### config.mk
export PLATFORM = sky130hd
export DESIGN_NAME = vga_value_display
export DESIGN_NICKNAME = d
export VERILOG_FILES = /design/src/rtl/vga_value_display_pkg.sv /design/src/rtl/vga_value_display_bin2bcd.sv /design/src/rtl/vga_value_display.sv
export SDC_FILE = /design/constraint.sdc
export NUM_CORES = 1
export LEC_CHECK = 0
export CAP_MARGIN = 5
export CORE_MARGIN = 2
export CORE_UTILIZATION = 40
export DETAILED_ROUTE_END_ITERATION = 10
export GPL_ROUTABILITY_DRIVEN = 1
export SETUP_SLACK_MARGIN = 0.1
export SLEW_MARGIN = 20
export SYNTH_ARGS = -nofsm -noshare
export SYNTH_HDL_FRONTEND = slang
export SYNTH_SLANG_ARGS = --single-unit
### constraint.sdc
create_clock -name clk -period 5.25 [get_ports clk]
set_input_delay 0.525 -clock clk [delete_from_list [all_inputs] [get_ports clk]]
set_output_delay 0.525 -clock clk [all_outputs]
set_load 0.005 [all_outputs]
### src/rtl/vga_value_display_pkg.sv
// Shared types and helpers for the VGA value overlay: FSM states, ASCII
// codes, active-video limits and a segment-style glyph renderer used for
// the label, colon, sign and digit cells.
package vga_disp_pkg;

  typedef enum logic [2:0] {
    ST_IDLE   = 3'd0,
    ST_LOAD   = 3'd1,
    ST_CONV   = 3'd2,
    ST_STORE  = 3'd3,
    ST_COMMIT = 3'd4
  } disp_state_t;

  localparam logic [7:0] ASC_X     = 8'h58;
  localparam logic [7:0] ASC_COLON = 8'h3A;
  localparam logic [7:0] ASC_MINUS = 8'h2D;
  localparam logic [7:0] ASC_0     = 8'h30;

  localparam int unsigned H_ACTIVE = 640;
  localparam int unsigned V_ACTIVE = 480;

  // Segment set {a,b,c,d,e,f,g} for each supported character.
  function automatic logic [6:0] seg_of(input logic [7:0] code);
    case (code)
      8'h30:   seg_of = 7'b1111110;
      8'h31:   seg_of = 7'b0110000;
      8'h32:   seg_of = 7'b1101101;
      8'h33:   seg_of = 7'b1111001;
      8'h34:   seg_of = 7'b0110011;
      8'h35:   seg_of = 7'b1011011;
      8'h36:   seg_of = 7'b1011111;
      8'h37:   seg_of = 7'b1110000;
      8'h38:   seg_of = 7'b1111111;
      8'h39:   seg_of = 7'b1111011;
      8'h58:   seg_of = 7'b0110111;
      8'h59:   seg_of = 7'b0111011;
      8'h5A:   seg_of = 7'b1101101;
      8'h2D:   seg_of = 7'b0000001;
      default: seg_of = 7'b0000000;
    endcase
  endfunction

  // Channel label: X/Y/Z for the first three lines, the channel digit after that.
  function automatic logic [7:0] label_code(input int unsigned ch);
    if (ch < 3) label_code = ASC_X + 8'(ch);
    else        label_code = ASC_0 + 8'(ch % 10);
  endfunction

  // Pixel (lx,ly) inside a w x h cell: is it part of the glyph?
  function automatic logic glyph_hit(input logic [7:0] code, input int unsigned lx,
                                     input int unsigned ly, input int unsigned w,
                                     input int unsigned h);
    int unsigned t;
    logic [6:0]  s;
    logic        up, lft, rgt;
    t   = h / 10;
    s   = seg_of(code);
    up  = (ly < h / 2);
    lft = (lx < t);
    rgt = (lx >= w - t);
    if (code == ASC_COLON)
      return ((ly >= h / 4) && (ly < h / 4 + t)) || ((ly >= 3 * h / 4 - t) && (ly < 3 * h / 4));
    return (s[6] && (ly < t)) ||
           (s[5] && rgt && up) || (s[4] && rgt && !up) ||
           (s[3] && (ly >= h - t)) ||
           (s[2] && lft && !up) || (s[1] && lft && up) ||
           (s[0] && (ly >= h / 2 - t / 2) && (ly < h / 2 + t / 2));
  endfunction

  function automatic logic cell_hit(input logic [7:0] code, input int unsigned cx,
                                    input int unsigned cy, input int unsigned x0,
                                    input int unsigned y0, input int unsigned w,
                                    input int unsigned h);
    if ((cx >= x0) && (cx < x0 + w) && (cy >= y0) && (cy < y0 + h))
      return glyph_hit(code, cx - x0, cy - y0, w, h);
    return 1'b0;
  endfunction

endpackage

### src/rtl/vga_value_display_bin2bcd.sv
// Sequential double-dabble binary->BCD converter: one bit per cycle,
// DATA_W cycles per conversion. Keeps enough internal digits to flag
// values that do not fit in NUM_DIGITS.
module bin2bcd_seq #(
  parameter int unsigned DATA_W     = 16,
  parameter int unsigned NUM_DIGITS = 4
) (
  input  logic                    i_clk,
  input  logic                    i_rst,
  input  logic                    i_start,
  input  logic [DATA_W-1:0]       i_value,
  output logic                    o_done,
  output logic [NUM_DIGITS*4-1:0] o_bcd,
  output logic                    o_ovf
);

  localparam int unsigned FULL_D = ((DATA_W + 2) / 3 > NUM_DIGITS) ? (DATA_W + 2) / 3 : NUM_DIGITS;
  localparam int unsigned BW     = FULL_D * 4;
  localparam int unsigned CNT_W  = $clog2(DATA_W + 1);

  logic [DATA_W-1:0] r_sh;
  logic [BW-1:0]     r_bcd;
  logic [BW-1:0]     w_adj;
  logic [CNT_W-1:0]  r_cnt;

  // Add-3 correction on every digit >= 5 before the shift.
  always_comb begin
    w_adj = r_bcd;
    for (int unsigned d = 0; d < FULL_D; d++)
      if (r_bcd[d*4 +: 4] >= 4'd5) w_adj[d*4 +: 4] = r_bcd[d*4 +: 4] + 4'd3;
  end

  // Load on start, then shift one source bit into the BCD field per cycle.
  always_ff @(posedge i_clk) begin
    if (i_rst) begin
      r_sh  <= '0;
      r_bcd <= '0;
      r_cnt <= '0;
    end else if (i_start) begin
      r_sh  <= i_value;
      r_bcd <= '0;
      r_cnt <= CNT_W'(DATA_W);
    end else if (r_cnt != '0) begin
      r_bcd <= {w_adj[BW-2:0], r_sh[DATA_W-1]};
      r_sh  <= r_sh << 1;
      r_cnt <= r_cnt - CNT_W'(1);
    end
  end

  // High during the final shift cycle, so the result is valid on the next cycle.
  assign o_done = (r_cnt == CNT_W'(1));
  assign o_bcd  = r_bcd[NUM_DIGITS*4-1:0];

  generate
    if (FULL_D > NUM_DIGITS) begin : g_ovf
      assign o_ovf = |r_bcd[BW-1:NUM_DIGITS*4];
    end else begin : g_no_ovf
      assign o_ovf = 1'b0;
    end
  endgenerate

endmodule

### src/rtl/vga_value_display.sv
// VGA text overlay showing NUM_CH labelled decimal readouts ("X: 0123").
// Inputs are snapshotted at frame_start, converted channel by channel with
// bin2bcd_seq into shadow registers, then committed to the display in one
// cycle. Optional macro VALUE_DISPLAY_SIGNED_EN: two's complement input
// with a sign cell after the colon.
module vga_value_display
  import vga_disp_pkg::*;
#(
  parameter int unsigned NUM_CH     = 3,
  parameter int unsigned DATA_W     = 16,
  parameter int unsigned NUM_DIGITS = 4,
  parameter int unsigned GLYPH_W    = 60,
  parameter int unsigned GLYPH_H    = 100,
  parameter int unsigned DIGIT_GAP  = 10,
  parameter int unsigned BASE_X     = 50,
  parameter int unsigned BASE_Y     = 50,
  parameter int unsigned LINE_PITCH = 120
) (
  input  logic                     clk,
  input  logic                     rst,
  input  logic [NUM_CH*DATA_W-1:0] data_in,
  input  logic [9:0]               CounterX,
  input  logic [9:0]               CounterY,
  input  logic                     inDisplayArea,
  input  logic                     frame_start,
  output logic [3:0]               VGA_R,
  output logic [3:0]               VGA_G,
  output logic [3:0]               VGA_B,
  output logic                     busy
);

  localparam int unsigned LW   = NUM_DIGITS * 4;
  localparam int unsigned CH_W = (NUM_CH > 1) ? $clog2(NUM_CH) : 1;
`ifdef VALUE_DISPLAY_SIGNED_EN
  localparam int unsigned SIGN_CELLS = 1;
`else
  localparam int unsigned SIGN_CELLS = 0;
`endif

  disp_state_t              r_state;
  logic [CH_W-1:0]          r_ch;
  logic [NUM_CH*DATA_W-1:0] r_snap;
  logic [NUM_CH*LW-1:0]     r_shadow;
  logic [NUM_CH*LW-1:0]     r_disp;
  logic [11:0]              r_rgb;
  logic [DATA_W-1:0]        w_sample;
  logic [DATA_W-1:0]        w_mag;
  logic                     w_done;
  logic                     w_ovf;
  logic [LW-1:0]            w_bcd;
  logic                     w_hit;
  int unsigned              w_cx;
  int unsigned              w_cy;

  assign w_sample = r_snap[r_ch*DATA_W +: DATA_W];

`ifdef VALUE_DISPLAY_SIGNED_EN
  logic              r_neg;
  logic [NUM_CH-1:0] r_shadow_sign;
  logic [NUM_CH-1:0] r_disp_sign;
  // Most negative value negates to itself, which is the correct unsigned magnitude.
  assign w_mag = w_sample[DATA_W-1] ? (~w_sample + DATA_W'(1)) : w_sample;
`else
  assign w_mag = w_sample;
`endif

  bin2bcd_seq #(.DATA_W(DATA_W), .NUM_DIGITS(NUM_DIGITS)) u_bcd (
    .i_clk   (clk),
    .i_rst   (rst),
    .i_start (r_state == ST_LOAD),
    .i_value (w_mag),
    .o_done  (w_done),
    .o_bcd   (w_bcd),
    .o_ovf   (w_ovf)
  );

  // Conversion sequencer: snapshot, convert each channel, commit all lines at once.
  always_ff @(posedge clk) begin
    if (rst) begin
      r_state  <= ST_IDLE;
      r_ch     <= '0;
      r_snap   <= '0;
      r_shadow <= '0;
      r_disp   <= '0;
`ifdef VALUE_DISPLAY_SIGNED_EN
      r_neg         <= 1'b0;
      r_shadow_sign <= '0;
      r_disp_sign   <= '0;
`endif
    end else begin
      case (r_state)
        ST_IDLE: if (frame_start) begin
          r_snap  <= data_in;
          r_ch    <= '0;
          r_state <= ST_LOAD;
        end
        ST_LOAD: begin
`ifdef VALUE_DISPLAY_SIGNED_EN
          r_neg <= w_sample[DATA_W-1];
`endif
          r_state <= ST_CONV;
        end
        ST_CONV: if (w_done) r_state <= ST_STORE;
        ST_STORE: begin
          r_shadow[r_ch*LW +: LW] <= w_ovf ? {NUM_DIGITS{4'h9}} : w_bcd;
`ifdef VALUE_DISPLAY_SIGNED_EN
          r_shadow_sign[r_ch] <= r_neg;
`endif
          r_ch    <= r_ch + CH_W'(1);
          r_state <= (r_ch == CH_W'(NUM_CH - 1)) ? ST_COMMIT : ST_LOAD;
        end
        ST_COMMIT: begin
          r_disp <= r_shadow;
`ifdef VALUE_DISPLAY_SIGNED_EN
          r_disp_sign <= r_shadow_sign;
`endif
          r_state <= ST_IDLE;
        end
        default: r_state <= ST_IDLE;
      endcase
    end
  end

  assign busy = (r_state != ST_IDLE);
  assign w_cx = {22'd0, CounterX};
  assign w_cy = {22'd0, CounterY};

  // Glyph hit test over every cell of every line for the current pixel.
  always_comb begin
    w_hit = 1'b0;
    for (int unsigned ch = 0; ch < NUM_CH; ch++) begin
      w_hit |= cell_hit(label_code(ch), w_cx, w_cy, BASE_X, BASE_Y + ch * LINE_PITCH,
                        GLYPH_W, GLYPH_H);
      w_hit |= cell_hit(ASC_COLON, w_cx, w_cy, BASE_X + GLYPH_W, BASE_Y + ch * LINE_PITCH,
                        DIGIT_GAP, GLYPH_H);
`ifdef VALUE_DISPLAY_SIGNED_EN
      if (r_disp_sign[ch])
        w_hit |= cell_hit(ASC_MINUS, w_cx, w_cy, BASE_X + GLYPH_W + DIGIT_GAP,
                          BASE_Y + ch * LINE_PITCH, GLYPH_W, GLYPH_H);
`endif
      for (int unsigned d = 0; d < NUM_DIGITS; d++)
        w_hit |= cell_hit(ASC_0 + {4'd0, r_disp[(ch * NUM_DIGITS + NUM_DIGITS - 1 - d) * 4 +: 4]},
                          w_cx, w_cy,
                          BASE_X + GLYPH_W + DIGIT_GAP + (d + SIGN_CELLS) * (GLYPH_W + DIGIT_GAP),
                          BASE_Y + ch * LINE_PITCH, GLYPH_W, GLYPH_H);
    end
  end

  // Registered pixel colour: black glyph on white inside active video.
  always_ff @(posedge clk) begin
    if (rst)
      r_rgb <= '0;
    else if (inDisplayArea && (w_cx < H_ACTIVE) && (w_cy < V_ACTIVE))
      r_rgb <= w_hit ? 12'h000 : 12'hFFF;
    else
      r_rgb <= '0;
  end

  assign VGA_R = r_rgb[11:8];
  assign VGA_G = r_rgb[7:4];
  assign VGA_B = r_rgb[3:0];

endmodule
==> out/metrics.cfg, run 1 <==
[run_status]
status = finished, final reports clean

[floorplanning]
initial_core_util_pct = 40.3
die_w_um = 185
die_h_um = 185
dieArea_um2 = 34100
io_pins = 85
rows = 66
core-area_um2 = 32400

[power]
peakVddDrop_v = 0.000350
powerDensity_nw_per_um2 = 280
power.total_mw = 4.08
p_leak_nw = 4.87

[finish]
drive_above_1_share_pct = 6.43
final_cell_mix = nand2_1 (354), a21oi_1 (210), dfxtp_1 (195)
fin_cells = 2245
final_common_cell = nand2_1
synthToLayoutAreaGrowth_pct = 11.7
diodes = 0
fin_area_um2 = 14600
nFillCells = 3300
final_nets = 1905

[setup_path]
rr_startpoint = r_ch[1]
reg2reg_slack_ns = 1.98
r2r_cells = 6
worstSetupPathType = primary input to flip-flop
crit_start = CounterY[5]
cp_cell_sequence = clkdlybuf4s50_1 > buf_4 > and2_1 > o311ai_1 > a211oi_1 > a2111o_1 > nand2b_1 > a22oi_1 > nand4_1 > o31ai_1 > nand4_1 > nor4_2
critPathLaunchType = primary input
required_ns = 5.60
crit_path_frequent_cell = nand4_1
reg2reg_to = r_shadow[2]
arrival_ns = 4.50
slowest_delay_ns = 0.74
end_kind = flip-flop
endpoint = r_rgb[10]
crit_fanout = 15
critical-path-slowest-cell = clkdlybuf4s50_1

[timing]
rsz0062_at_grt = false
maxSlewViolCount = 0
fin_crit_sh_pct = 79.0
fin_setup_tns_ns = 0
finalSetupViolations = 0
fin_skew_ns = 0.0120
finalCriticalPeriod_ns = 4.15
whs_ns = 0.447
finalHoldViolations = 0
slew_headroom_pct = 34.2
worstMarginPinSlew_ns = 0.986
fmax_mhz = 241

[global_route]
overflow = 0
grt_pass1_wl_mm = 63.1
antenna_found_initial = 0
grt_pass1_vias = 11900
grt_usage_pct = 23.0
grt_max_degree = 92

[placement]
routabilityCongestion = 0.969
dp_hpwl_mm = 28.6
port_buffers = 84
postPlaceCellArea_um2 = 14000
dp.cells = 2214

[yosys]
dominantRegCellSynth = dfxtp_1
ys_seq_area_share_pct = 29.9
syn_inst = 1816
synth_fp_nets = 1930
synth.area.top_cells = dfxtp_1 (30%), nand2_1 (10%), a21oi_1 (8.1%), o21ai_0 (4.1%), ha_1 (4.0%)
synth_top_cell_area_share_pct = 29.9
ys_warn_count = 0
synth_top_cell_by_area = dfxtp_1
synthArstFlopShare_pct = 0
syn_avg_cell_area_um2 = 7.19
ys_types = 96
synth_edf_count = 0
ys_ff_latch = 195
netlist_area_um2 = 13100

[clock_network]
clkLatencyLatePin_ns = 0.43
cts_hold_buf = 0
clk_pin_slew_ns = 0.08
cts-resized-gates = 0
cts_root_buf = clkbuf_16
cts_buffers = 17
htreeDepth = 4
postCtsSetupBuffers = 0
clock_path_buffers = 2
clock-sinks = 195
cts_tree = yes

[route]
drc = 0
ant_nets = 0
dr.pass1.iters = 5
via_count = 13100
viasPerCell = 5.81
wl_per_cell_um = 17.7
wl_mm = 39.7
drtIter0Drc = 1259

[worst_hold_path]
hp-class = flip-flop to flip-flop

[flow_run]
max-cap-violations = 0

-- critical path: cells and delay by family --
family                 cells  cell delay [ns]
AOI/OAI and AO/OA          5             1.85
buffers and inverters      2             1.08
and+or+nand+nor            5             1.03
-- how the worst min path moves through the flow --
stage / from / to / cells after the start
after CTS: r_shadow[37] / r_disp[37] / 2
after detailed placement: r_shadow[16] / r_disp[16] / 2
after global routing: r_shadow[44] / r_disp[44] / 2
final: r_shadow[0] / r_disp[0] / 2
after floorplan: r_shadow[31] / r_disp[31] / 2
after global placement: r_shadow[16] / r_shadow[16] / 2
-- power by group --
group,switching (mW),total [mW],internal [mW]
Combinational,0.689,1.08,0.387
Clock,0.605,1.29,0.683
Sequential,0.127,1.72,1.59
-- routing by layer --
metal	up-vias	GRT usage, %	part of all wire (%)
li1	6409	-	-
met5	-	0	0
met3	61	2.77	5.3
met1	6188	31.0	45
met4	0	8.63	3.2
met2	394	37.8	47
-- final cells by class --
class	count	area (µm²)	area share [%]
clock buffers	18	439	3.01
clock inverters	13	141	0.970
inverters	49	185	1.27
multi-input cells	1412	8270	56.8
repair buffers	116	1080	7.40
well taps	442	553	3.79
flip-flops and latches	195	3900	26.8
-- Yosys cell counts, types with 23 or more instances --
master and number:
dfxtp_1 195, a22oi_1 32, nor2_1 123, nand2b_1 39, nand3_1 45, xnor2_1 26
clkbuf_1 125, ha_1 42, nand2_1 354, inv_1 45, o21ai_0 106, a221oi_1 23
nor3_1 37, a21oi_1 210
-- sequential cells by signal (all words and copies together) (netlist names) --
signal       cells
u_bcd.r_cnt      5
r_disp          48
r_snap          48
u_bcd.r_sh      16
r_ch             2
r_shadow        48
r_rgb            1
r_state          3
u_bcd.r_bcd     24
-- logic make-up after synthesis --
group                      share of synthesized area [%]
xor gates and xnor gates                            2.48
AOI/OAI and AO/OA                                   28.6
DFF                                                 29.9
and+or+nand+nor                                     26.0
adders and majority gates                           4.03
buffers and inverters                               6.73
muxes                                               2.27
-- stage by stage --
step	util [%]	setup slack, ns
after CTS	45.0	1.21
after global placement	43.2	0.807
after detailed placement	43.2	0.770
after floorplan	-	1.31
final	45.0	1.10
after global routing	45.0	0.918
Power figures use the tool's default switching activity.
==> run 2, diff against run 1 <==
==> constraint.sdc (replaced) <==
create_clock -name clk -period 3.71 [get_ports clk]
set_input_delay 0.371 -clock clk [delete_from_list [all_inputs] [get_ports clk]]
set_output_delay 0.371 -clock clk [all_outputs]
set_load 0.005 [all_outputs]
==> out/metrics.cfg, run 2 (same netlist as run 1, synthesis figures left out) <==
[run_status]
status = finished, final reports clean

[route]
via_count = 13400
wl_mm = 40.6
ant_nets = 0
drc = 0
dr.pass1.iters = 8
drtIter0Drc = 1401
wl_per_cell_um = 17.2
viasPerCell = 5.68

[timing]
whs_ns = 0.393
fmax_mhz = 294
fin_skew_ns = 0.0133
maxSlewViolCount = 0
fin_setup_tns_ns = 0
slew_headroom_pct = 37.7
finalCriticalPeriod_ns = 3.40
finalSetupViolations = 0
fin_crit_sh_pct = 91.6
rsz0062_at_grt = false
worstMarginPinSlew_ns = 0.933
finalHoldViolations = 0

[clock_network]
clkLatencyLatePin_ns = 0.45
cts_buffers = 17
cts_root_buf = clkbuf_16
clock_path_buffers = 2
clock-sinks = 195
clk_pin_slew_ns = 0.08
postCtsSetupBuffers = 0
htreeDepth = 4
cts_tree = yes

[finish]
fin_cells = 2357
synthToLayoutAreaGrowth_pct = 18.6
final_cell_mix = nand2_1 (354), a21oi_1 (210), dfxtp_1 (195)
final_common_cell = nand2_1
reg.largest.list = r_disp x48, r_shadow x48, r_snap x48
nFillCells = 3330
multi_input_area_um2 = 8270
drive_above_1_share_pct = 11.8
diodes = 0
regArea_um2 = 3900
final_nets = 2016

[setup_path]
reg2reg_slack_ns = 0.93
worstSetupPathType = primary input to flip-flop
end_kind = flip-flop
critPathLaunchType = primary input
crit_fanout = 7
r2r_cells = 9
arrival_ns = 3.76
required_ns = 4.07
rr_startpoint = r_ch[0]
reg2reg_to = r_shadow[42]
endpoint = r_rgb[10]
crit_start = CounterY[1]

[power]
p_leak_nw = 5.43
peakVddDrop_v = 0.000646
powerDensity_nw_per_um2 = 384

[floorplanning]
io_pins = 85
initial_core_util_pct = 40.3
die_w_um = 185
rows = 66
core-area_um2 = 32400
dieArea_um2 = 34100
die_h_um = 185

[global_route]
grt_usage_pct = 23.6
grt_pass1_wl_mm = 64.7
grt_max_degree = 69
antenna_found_initial = 0
overflow = 0
grt_pass1_vias = 12300

[placement]
dp_hpwl_mm = 30.0
routabilityCongestion = 0.926
dp.cells = 2325
port_buffers = 84

[flow_run]
max-cap-violations = 0

[worst_hold_path]
hp-class = primary input to flip-flop

run 2: cell count changes in the layout (fill, tap and decap cells not counted), sizes merged:
| cell | delta |
|---|---|
| buf | +111 |
| clkinv | +4 |
| clkinvlp | -2 |
| inv | -2 |
| bufinv | +1 |
run 2: cell type report:
cell class / count / area share (%)
clock inverters: 14 / 1.25
inverters: 49 / 1.20
flip-flops and latches: 195 / 25.2
well taps: 442 / 3.57
clock buffers: 18 / 2.77
repair buffers: 227 / 12.5
multi-input cells: 1412 / 53.5
run 2: metal layers:
layer	track usage (%)	vias up	wire length (µm)
met3	2.47	55	1750
met5	0	-	0
met2	38.8	363	18700
met1	32.4	6323	19200
li1	-	6658	-
met4	7.71	0	952
run 2: what timing repair did:
item,4_1_cts,5_1_grt
hold buffers,0,0
resized for setup,0,3
endpoints found under the setup margin,0,1
run 2: worst min-delay path by stage:
stage,from,endpoint,slack (ns),cells past startpoint
floorplan,r_shadow[31],r_disp[31],0.43,2
global placement,r_shadow[19],r_disp[19],0.44,2
detailed placement,r_shadow[16],r_disp[16],0.44,2
CTS,rst,r_shadow[21],0.37,2
global route,rst,r_ch[0],0.40,2
finish,rst,r_shadow[1],0.39,2
run 2: stage by stage:
| step | cell area [µm²] | utilization [%] | power, mW | setup WS [ns] |
|---|---|---|---|---|
| 3_3_place_gp | 14800 | 45.9 | 4.05 | -0.266 |
| 4_1_cts | 15500 | 47.8 | 6.00 | 0.188 |
| 6_report | 15500 | 47.8 | 5.95 | 0.312 |
| 2_1_floorplan | 13100 | - | 3.50 | 0.120 |
| 3_5_place_dp | 14800 | 45.9 | 4.07 | -0.248 |
| 5_1_grt | 15500 | 47.8 | 6.29 | 0.110 |
run 2: worst max-delay path, cell delays in order:
cell and delay, ns:
clkdlybuf4s50_1 0.42, inv_1 0.09, ha_2 0.26, buf_4 0.14, or3b_1 0.41, or4_4 0.53
a31oi_4 0.20, o21a_1 0.21, nor3_1 0.07, a2111oi_1 0.48, o2bb2ai_1 0.12, a21oi_1 0.16
nand4_1 0.15, nor4_2 0.14
run 2: where the power goes:
part | internal [mW] | total [mW] | leakage, nW | switching (mW)
registers | 2.25 | 2.43 | 1.58 | 0.179
clock network | 1.03 | 1.92 | 0.299 | 0.893
logic | 0.611 | 1.60 | 3.55 | 0.985
==> run 3, diff against run 2 <==
--- a/config.mk
+++ b/config.mk
@@ -7,9 +7,10 @@
 export LEC_CHECK = 0
 export CAP_MARGIN = 5
 export CORE_MARGIN = 2
-export CORE_UTILIZATION = 40
+export CORE_UTILIZATION = 47
 export DETAILED_ROUTE_END_ITERATION = 10
 export GPL_ROUTABILITY_DRIVEN = 1
+export PLACE_DENSITY = 0.68
 export SETUP_SLACK_MARGIN = 0.1
 export SLEW_MARGIN = 20
 export SYNTH_ARGS = -nofsm -noshare
==> out/metrics.cfg, run 3 (same netlist as run 1, synthesis figures left out) <==
[route]
drtIter0Drc = 1309
route.layer.met1.wl_mm = 18.0
via_count = 13600
wl_met3_mm = 1.78
dr_wl_met2_mm = 18.3
wl_per_cell_um = 17.3
ant_nets = 0
dr.pass1.iters = 6
top_layer = met4
viasPerCell = 5.95
drc = 0
wl_mm = 39.5

[finish]
synthToLayoutAreaGrowth_pct = 17.4
reg.largest.list = r_disp x48, r_shadow x48, r_snap x48
drive_above_1_share_pct = 11.7
diodes = 0
final_nets = 2013
final_cell_mix = nand2_1 (354), a21oi_1 (210), dfxtp_1 (195)
fin_area_um2 = 15300
final_common_cell = nand2_1

[placement]
routabilityCongestion = 0.984
port_buffers = 84
dp_hpwl_mm = 28.9
postPlaceCellArea_um2 = 14700

[run_status]
status = finished, final reports clean

[timing]
worstMarginPinSlew_ns = 1.07
fin_skew_ns = 0.0112
slew_headroom_pct = 28.6
finalCriticalPeriod_ns = 3.35
rsz0062_at_grt = false
finalHoldViolations = 0
maxSlewViolCount = 0
fin_setup_tns_ns = 0
finalSetupViolations = 0
fmax_mhz = 298
fin_crit_sh_pct = 90.4

[setup_path]
arrival_ns = 3.71
end_kind = flip-flop
critPathLaunchType = primary input
path_delay_family = compound AO/OA/AOI/OAI gates
critical-path-slowest-cell = or3_1
required_ns = 4.07
slowest_delay_ns = 0.51
crit_fanout = 7
worstSetupPathType = primary input to flip-flop
cp_cell_sequence = clkdlybuf4s50_1 > inv_1 > ha_4 > buf_4 > o21bai_1 > o211ai_1 > a221oi_2 > or3_1 > o21ai_1 > a311o_1 > nand4_1 > o31ai_1 > buf_4 > nand4_1 > nor4_2
crit_buf_inv = 4

[global_route]
antenna_found_initial = 0
grt_pass1_wl_mm = 63.8
overflow = 0
grt_max_degree = 94
grt_usage_pct = 27.1
grt_pass1_vias = 12400

[clock_network]
htreeDepth = 4
clock-sinks = 195
cts_buffers = 17
cts-resized-gates = 0
cts_hold_buf = 0
cts_tree = yes
postCtsSetupBuffers = 0
clk_pin_slew_ns = 0.08
cts_root_buf = clkbuf_16
clkLatencyLatePin_ns = 0.44
clock_path_buffers = 2

[floorplanning]
rows = 60
io_pins = 85
die_h_um = 171
die_w_um = 171
initial_core_util_pct = 48.2
core-area_um2 = 27100
dieArea_um2 = 29100

[worst_hold_path]
hp-class = flip-flop to flip-flop

[power]
powerDensity_nw_per_um2 = 378
peakVddDrop_v = 0.000597
p_leak_nw = 5.39

[flow_run]
max-cap-violations = 0

run 3: through the flow:
step | utilization (%) | hold WS (ns) | total power, mW | std cells | setup WS, ns
after floorplan | - | 0.432 | 3.50 | 1816 | 0.120
final | 56.5 | 0.451 | 5.79 | 2284 | 0.356
after CTS | 56.5 | 0.451 | 5.81 | 2284 | 0.150
after detailed placement | 54.4 | 0.441 | 4.07 | 2252 | -0.272
after global placement | 54.4 | 0.436 | 4.05 | 2252 | -0.227
after global routing | 56.5 | 0.465 | 6.11 | 2284 | 0.115
run 3: final timing paths:
check	start	to	slack, ns	cells past startpoint
setup reg to reg	r_ch[0]	r_shadow[41]	1.23	11
setup / recovery	CounterY[1]	r_rgb[10]	0.36	15
hold / removal	r_shadow[23]	r_disp[23]	0.45	2
hold reg to reg	r_shadow[23]	r_disp[23]	0.45	2
run 3: area by class of cell:
| cell class | count | area (µm²) |
|---|---|---|
| clock buffers | 19 | 443 |
| clock inverters | 13 | 115 |
| fillers | 2610 | 11800 |
| inverters | 49 | 185 |
| multi-input cells | 1412 | 8280 |
| flip-flops and latches | 195 | 3900 |
| well taps | 372 | 465 |
| repair buffers | 224 | 1930 |
run 3: metal layers:
layer  up-vias  GRT usage [%]
met5         -              0
met4         0           11.1
met3        89           3.08
met2       416           43.8
met1      6435           36.8
li1       6645              -
run 3: tightest hold or removal path, cell delays in order (launching register included):
cell,delay (ns)
dfxtp_1,0.31
nand2_1,0.05
a21oi_1,0.05
run 3: report_power, final:
part	switching [mW]	internal (mW)
clock	0.846	0.901
sequential	0.180	2.25
combinational	0.986	0.626
